File: config.mk
export PLATFORM = sky130hd
export DESIGN_NAME = bus_rr_n
export DESIGN_NICKNAME = d
export VERILOG_FILES = /design/src/rtl/bus_rr_n.sv
export SDC_FILE = /design/constraint.sdc
export NUM_CORES = 1
export LEC_CHECK = 0
export CAP_MARGIN = 20
export CORE_AREA = 2 2 217 219
export CTS_BUF_LIST = sky130_fd_sc_hd__clkbuf_16
export CTS_CLUSTER_DIAMETER = 200
export DETAILED_ROUTE_END_ITERATION = 10
export DIE_AREA = 0 0 219 221
export PLACE_DENSITY = 0.32
export SYNTH_ARGS = -nofsm -noshare
export SYNTH_HDL_FRONTEND = slang
export SYNTH_SLANG_ARGS = --single-unit
File: constraint.sdc
create_clock -name clk -period 3.75 [get_ports clk]
set_clock_uncertainty 0.1 [all_clocks]
set_input_delay 0.9375 -clock clk [delete_from_list [all_inputs] [get_ports clk]]
set_output_delay 0.9375 -clock clk [all_outputs]
set_load 0.005 [all_outputs]
File: src/rtl/bus_rr_n.sv
// -----------------------------------------------------------------------------
// bus_rr_n
//
// Parametrised shared system bus: N_M masters, N_S slaves. A round-robin
// arbiter with a burst cap picks one owner, whose request is forwarded to the
// slaves. An address decoder on the top byte produces a one-hot slave select.
// Read data comes back one cycle later through a registered select.
//
// Handshake: there is no ready/stall. A master is granted when m_grant[i]=1
// (registered, one cycle after the request change). While granted and
// m_req[i]=1, every cycle is one address phase. Read data for that phase
// appears on m_din in the following cycle.
//
// Ports:
//   clk      in   clock, rising edge
//   reset    in   synchronous, active-high reset
//   m_req    in   [N_M]         per-master request
//   m_wr     in   [N_M]         per-master write strobe
//   m_addr   in   [N_M*ADDR_W]  per-master address (master i in slice i)
//   m_dout   in   [N_M*DATA_W]  per-master write data
//   m_grant  out  [N_M]         one-hot grant (owner register decoded)
//   m_din    out  [DATA_W]      read data broadcast to all masters
//   s_dout   in   [N_S*DATA_W]  per-slave read data
//   s_sel    out  [N_S]         one-hot slave select, zero on idle/unmapped
//   s_addr   out  [ADDR_W]      address of the owner
//   s_wr     out                write strobe of the owner (gated by its req)
//   s_din    out  [DATA_W]      write data of the owner
//   s_err    out                registered decode error
//
// Optional feature macro: BUS_RR_ERR_EN
//   Defined:   err_q flags a requested but unmapped access; s_err = err_q and
//              m_din returns 32'hDEAD_BEEF (resized to DATA_W) while it is set.
//   Undefined: s_err is tied 0 and unmapped reads return 0.
// -----------------------------------------------------------------------------
module bus_rr_n #(
   parameter int         N_M       = 4,
   parameter int         N_S       = 8,
   parameter int         ADDR_W    = 16,
   parameter int         DATA_W    = 32,
   parameter logic [7:0] BASE_HI   = 8'h00,
   parameter int         MAX_BURST = 16
) (
   input  logic                    clk,
   input  logic                    reset,
   input  logic [N_M-1:0]          m_req,
   input  logic [N_M-1:0]          m_wr,
   input  logic [N_M*ADDR_W-1:0]   m_addr,
   input  logic [N_M*DATA_W-1:0]   m_dout,
   output logic [N_M-1:0]          m_grant,
   output logic [DATA_W-1:0]       m_din,
   input  logic [N_S*DATA_W-1:0]   s_dout,
   output logic [N_S-1:0]          s_sel,
   output logic [ADDR_W-1:0]       s_addr,
   output logic                    s_wr,
   output logic [DATA_W-1:0]       s_din,
   output logic                    s_err
);

   localparam int OW = $clog2(N_M);
   // Counter only needs to reach MAX_BURST-1; for unlimited or a cap of 1 it
   // stays at zero and a single bit is enough.
   localparam int BW = (MAX_BURST > 1) ? $clog2(MAX_BURST) : 1;
   localparam logic [BW-1:0] BURST_LAST = (MAX_BURST > 1) ? BW'(MAX_BURST - 1) : '0;
   localparam bit UNLIMITED = (MAX_BURST == 0);

   // --------------------------------------------------------------------------
   // State
   // --------------------------------------------------------------------------
   logic [OW-1:0]  owner_q, owner_d;
   logic [BW-1:0]  burst_q, burst_d;
   logic [N_S-1:0] sel_q;

   // --------------------------------------------------------------------------
   // Arbitration
   // --------------------------------------------------------------------------
   logic [N_M-1:0] owner_oh;
   logic           own_req;
   logic           others_req;
   logic           keep;
   logic           found;
   int             cand;

   assign owner_oh = N_M'(1) << owner_q;
   assign m_grant  = owner_oh;

   always_comb begin
      own_req    = m_req[owner_q];
      others_req = |(m_req & ~owner_oh);
      // The burst cap only forces a hand-off when someone else is waiting.
      keep       = own_req && (UNLIMITED || (burst_q < BURST_LAST) || !others_req);
      owner_d    = owner_q;
      found      = 1'b0;
      cand       = 0;
      if (!keep) begin
         // Scan owner+1, owner+2, ... wrapping; the owner itself is never a
         // candidate here, so with no other requester the owner stays parked.
         for (int k = 1; k < N_M; k++) begin
            cand = int'(owner_q) + k;
            if (cand >= N_M) begin
               cand = cand - N_M;
            end
            if (!found && m_req[OW'(cand)]) begin
               owner_d = OW'(cand);
               found   = 1'b1;
            end
         end
      end
   end

   always_comb begin
      burst_d = '0;
      if ((owner_d == owner_q) && own_req) begin
         burst_d = (burst_q == BURST_LAST) ? burst_q : burst_q + BW'(1);
      end
   end

   // --------------------------------------------------------------------------
   // Forwarding of the owner's slices
   // --------------------------------------------------------------------------
   assign s_addr = m_addr[owner_q*ADDR_W +: ADDR_W];
   assign s_din  = m_dout[owner_q*DATA_W +: DATA_W];
   assign s_wr   = m_wr[owner_q] & own_req;

   // --------------------------------------------------------------------------
   // Address decode on the top address byte
   // --------------------------------------------------------------------------
   logic [7:0] addr_hi;
   assign addr_hi = s_addr[ADDR_W-1 -: 8];

   for (genvar i = 0; i < N_S; i++) begin : g_dec
      localparam int SLV_HI = int'(BASE_HI) + i;
      if (SLV_HI <= 255) begin : g_map
         assign s_sel[i] = own_req && (addr_hi == 8'(SLV_HI));
      end else begin : g_unmap
         // Base would overflow the byte: slave is unreachable, no wrap-around.
         assign s_sel[i] = 1'b0;
      end
   end

   // --------------------------------------------------------------------------
   // Read-data return: select registered with the address phase, data muxed
   // from the slave outputs in the following cycle.
   // --------------------------------------------------------------------------
   logic [N_S:0][DATA_W-1:0] rd_acc;
   assign rd_acc[0] = '0;
   for (genvar i = 0; i < N_S; i++) begin : g_rd
      assign rd_acc[i+1] = rd_acc[i] | (sel_q[i] ? s_dout[i*DATA_W +: DATA_W] : '0);
   end

   always_ff @(posedge clk) begin
      if (reset) begin
         owner_q <= '0;
         burst_q <= '0;
         sel_q   <= '0;
      end else begin
         owner_q <= owner_d;
         burst_q <= burst_d;
         sel_q   <= s_sel;
      end
   end

`ifdef BUS_RR_ERR_EN
   localparam logic [DATA_W-1:0] ERR_WORD = DATA_W'(32'hDEAD_BEEF);
   logic err_q;

   always_ff @(posedge clk) begin
      if (reset) begin
         err_q <= 1'b0;
      end else begin
         err_q <= own_req & ~(|s_sel);
      end
   end

   assign s_err = err_q;
   // err_q and sel_q are never both active, so the override is unambiguous.
   assign m_din = err_q ? ERR_WORD : rd_acc[N_S];
`else
   assign s_err = 1'b0;
   assign m_din = rd_acc[N_S];
`endif

endmodule

==> metrics.md <==
| Metric | Value |
|---|---|
| Number of clock sinks | `14` |
| Critical-path top delay cell | `mux4_2` |
| Remaining antenna violation count after routing | `0` |
| Area growth syn-to-layout | `193%` |
| Clock input transition at the sequential cells of the worst setup and hold paths | `50 ps` |
| Cell area after layout | `10,000 um^2` |
| Number of violations of the max-capacitance limit | `0` |
| Count of H-tree levels built during CTS | `1` |
| Total wire length | `35.5 mm` |
| Overall die area | `around 48,000 um^2` |
| Power per unit of standard cell area | `296 nW/um^2` |
| Number of buffers inserted for hold repair after clock tree synthesis | `0` |
| Count of mapped cells out of synthesis | `353` |
| Proportion of layout cells with a drive suffix above 1 | `0.154` |
| Critical path fanouts, max | `5` |
| DR DRC count | `0` |
| Endpoint of the most critical register-to-register path | `burst_q[0]$_SDFFE_PP0N_` |
| Die width | `roughly 220 um` |
| CP Cell Sequence | `clkdlybuf4s50_1 > mux4_2 > buf_4 > clkdlybuf4s50_1` |
| IR drop worst, VDD | `approximately 180 uV` |
| Slew Limit Headroom | `0.551` |
| Worst setup SP type | `input port` |
| Cell area after synthesis | `3420 um^2` |
| GRT Util Overall | `0.139` |
| Critical path's most frequent cell | `clkdlybuf4s50_1` |
| Launch point of the worst hold path | `burst_q[3]$_SDFFE_PP0N_` |
| Detail-routed via count per cell | `about 3.8` |
| First-pass GRT wire length | `between 40 and 50 mm` |
| Actual slew at the worst max-slew pin | `673 ps` |
| Clock buffer count from CTS | `3` |
| Maximum number of pins on one net before global-route repair | `49` |
| Top flip-flop cell by instance count after synthesis | `dfxtp_1` |
| CTS tree | `built` |
| Highest clock rate | `~270 MHz` |
| Leakage power summed over all cells | `3.41 nW` |
| Net count of the mapped netlist | `~800` |
| Number of synthesized flops with an enable pin | `0` |
| Via count of the first global-routing pass | `6,568` |
| Launch point of the worst reg-to-reg path | `owner_q[0]$_SDFF_PP0_` |
| Core utilization of the finished layout | `0.218` |
| Max-slew violation count | `0` |
| Worst hold path depth | `2` |
| Worst EP required | `approximately 2700 ps` |
| Final setup vio count | `0` |
| Area of the multi-input gates | `roughly 3000 um^2` |
| Register-to-register setup slack | `between 700 and 800 ps` |
| Initial core utilization | `0.0742` |
| Post-route minimum period | `3680 ps` |
| Total number of yosys warnings | `0` |
| Type of element capturing the critical path | `output pin` |
| Worst min path class | `register to register` |
| Bufs on Longest Clock Path | `2` |
| Post-detailed-route wirelength per cell | `23.3 um` |
| Drt pass-1 iters | `4` |
| Post-Synthesis Mean Instance Area | `9.69 um^2` |
| Final count of hold timing violations | `0` |
| Insertion delay to the later sink of the worst-skew pair | `about 250 ps` |
| Weighted congestion at the end of routability-driven global placement | `0.811` |
| Total of flip-flops plus latches after synthesis | `14` |
| Status | `finished, final reports clean` |
| Die span in y | `between 200 and 250 um` |
| Post-synthesis cell type count | `40` |
| Number of nets in the layout | `1,376` |
| Placeable core area | `between 40,000 and 50,000 um^2` |
| Fraction of registers with async set/reset | `0` |
| Critical Path Max Stage Delay | `slightly above 600 ps` |
| Root Buffer Master | `clkbuf_16` |
| I/O Buffers | `550` |
| Terminating pin of the worst hold path | `burst_q[3]$_SDFFE_PP0N_` |
| I/O pins | `~550` |
| Sum of net half-perimeters after detailed placement | `approximately 30 mm` |
| Unrepaired setup endpoints after global routing | `no` |
| Final period utilization | `0.981` |
| Total global routing overflow | `0` |
| Standard-cell rows | `79` |
| Layout filler cell count | `slightly above 5,000` |
| Sequential cell area fraction in the yosys report | `0.0820` |
| Worst reg2reg path depth | `9` |
| Arrival time of data at the critical path endpoint | `between 2000 and 3000 ps` |
| First DRT Iteration DRCs | `roughly 260` |
| Initial antenna violation count | `6` |
| Area taken by flip-flops and latches | `just under 300 um^2` |
| Via Count | `~5,800` |
| Critical path class | `input port to output pin` |
| Post-Place Cell Area | `slightly below 10,000 um^2` |
[stage by stage]
stage	total power, mW	std cells	hold WS (ps)	setup TNS (ps)	setup WS, ps
after detailed placement	2.83	1513	447	-3680	-479
after global routing	3.15	1520	492	0	27.0
after global placement	2.84	1513	445	-3690	-502
after floorplan	1.22	353	422	0	570
final	2.96	1521	456	0	70.5
after CTS	3.08	1520	460	0	13.7
[registers in the layout (all words and copies together) (netlist names)]
name and cells:
burst_q 4, owner_q 2, sel_q 8
[cells by family after synthesis]
logic type               synth area share
AO/OA/AOI/OAI                       0.321
AND/OR/NAND/NOR                     0.149
multiplexers                        0.366
buffers and inverters              0.0571
flip-flops                         0.0820
adder cells (fa/ha/maj)            0.0183
XOR/XNOR                          0.00512
other                             0.00110
[worst max-delay path, delay by kind of cell]
family	cells	cell delay, ps
buffers and inverters	3	1080
multiplexers	1	610
[cell type report]
| cell class | count | share of cell area |
|---|---|---|
| diodes | 2 | 0.000499 |
| clock buffers | 3 | 0.00749 |
| clock inverters | 1 | 0.000375 |
| inverters | 3 | 0.00112 |
| multi-input cells | 295 | 0.298 |
| flip-flops and latches | 14 | 0.0295 |
| well taps | 607 | 0.0758 |
| repair buffers | 596 | 0.587 |
[Yosys cell counts (3+ instances only)]
| library cell | n | area, um^2 |
|---|---|---|
| nor3_1 | 4 | 20.0 |
| nor3_2 | 7 | 70.1 |
| nand2_1 | 3 | 11.3 |
| buf_2 | 9 | 45.0 |
| nand3_1 | 3 | 15.0 |
| mux4_2 | 50 | 1130 |
| nand2b_1 | 6 | 37.5 |
| nor2_1 | 12 | 45.0 |
| nor2b_1 | 5 | 31.3 |
| inv_1 | 3 | 11.3 |
| nand4_1 | 33 | 206 |
| clkbuf_1 | 29 | 109 |
| ha_1 | 5 | 62.6 |
| nor2_2 | 3 | 18.8 |
| mux2i_1 | 8 | 80.1 |
| dfxtp_1 | 14 | 280 |
| a22oi_1 | 129 | 968 |
[timing repair]
item                                   CTS  global route
setup endpoints to repair                9             8
gates resized for setup                 56            17
buffers inserted                         3             0
endpoints found under the hold margin    0             0
pin swaps                                9             5
cloned                                   0             0
[layout by cell type (no fill, tap or decap), types with 2 or more instances in the layout]
| cell | count |
|---|---|
| clkdlybuf4s50_1 | 517 |
| a22oi_1 | 129 |
| mux4_2 | 50 |
| buf_4 | 40 |
| nand4_1 | 33 |
| dlygate4sd2_1 | 14 |
| dlymetal6s2s_1 | 11 |
| dfxtp_2 | 9 |
| mux2i_1 | 8 |
| nor2_1 | 8 |
| nor3_2 | 7 |
| nand2b_1 | 6 |
| buf_2 | 6 |
| ha_1 | 5 |
| nor2_4 | 4 |
| nor3_1 | 4 |
| nor2b_1 | 4 |
| dfxtp_1 | 4 |
| buf_6 | 4 |
| inv_1 | 3 |
| nor2_2 | 3 |
| nand2_1 | 3 |
| nand3_1 | 3 |
| clkbuf_16 | 3 |
| buf_12 | 3 |
| diode_2 | 2 |
| a21oi_1 | 2 |
| o21ai_1 | 2 |
| mux2_1 | 2 |
| xnor2_1 | 2 |
| o21ai_0 | 2 |
[worst max path at each step]
stage	start	end	slack, ps	cells after the start
2_1_floorplan	m_addr[60]	s_sel[1]	570	6
3_3_place_gp	m_addr[46]	s_sel[1]	-500	8
3_5_place_dp	m_addr[46]	s_sel[1]	-480	8
4_1_cts	m_addr[27]	s_sel[2]	10	8
5_1_grt	m_addr[42]	s_sel[7]	30	8
6_report	m_addr[57]	s_addr[9]	70	4
[power breakdown]
group / total (mW) / leakage [nW] / internal (mW) / switching, mW
combinational: 2.51 / 3.26 / 1.53 / 0.979
clock: 0.214 / 0.0385 / 0.142 / 0.0719
sequential: 0.236 / 0.118 / 0.168 / 0.0677
total: 2.96 / 3.41 / 1.84 / 1.12
[layer usage]
metal | up-vias | share of wire | track usage
met4 | 2 | 0.020 | 0.0323
met3 | 27 | 0.094 | 0.0379
met5 | - | 0.00037 | 0
li1 | 2674 | - | -
met2 | 371 | 0.55 | 0.281
met1 | 2754 | 0.34 | 0.137
(Power assumes the default switching activity.)
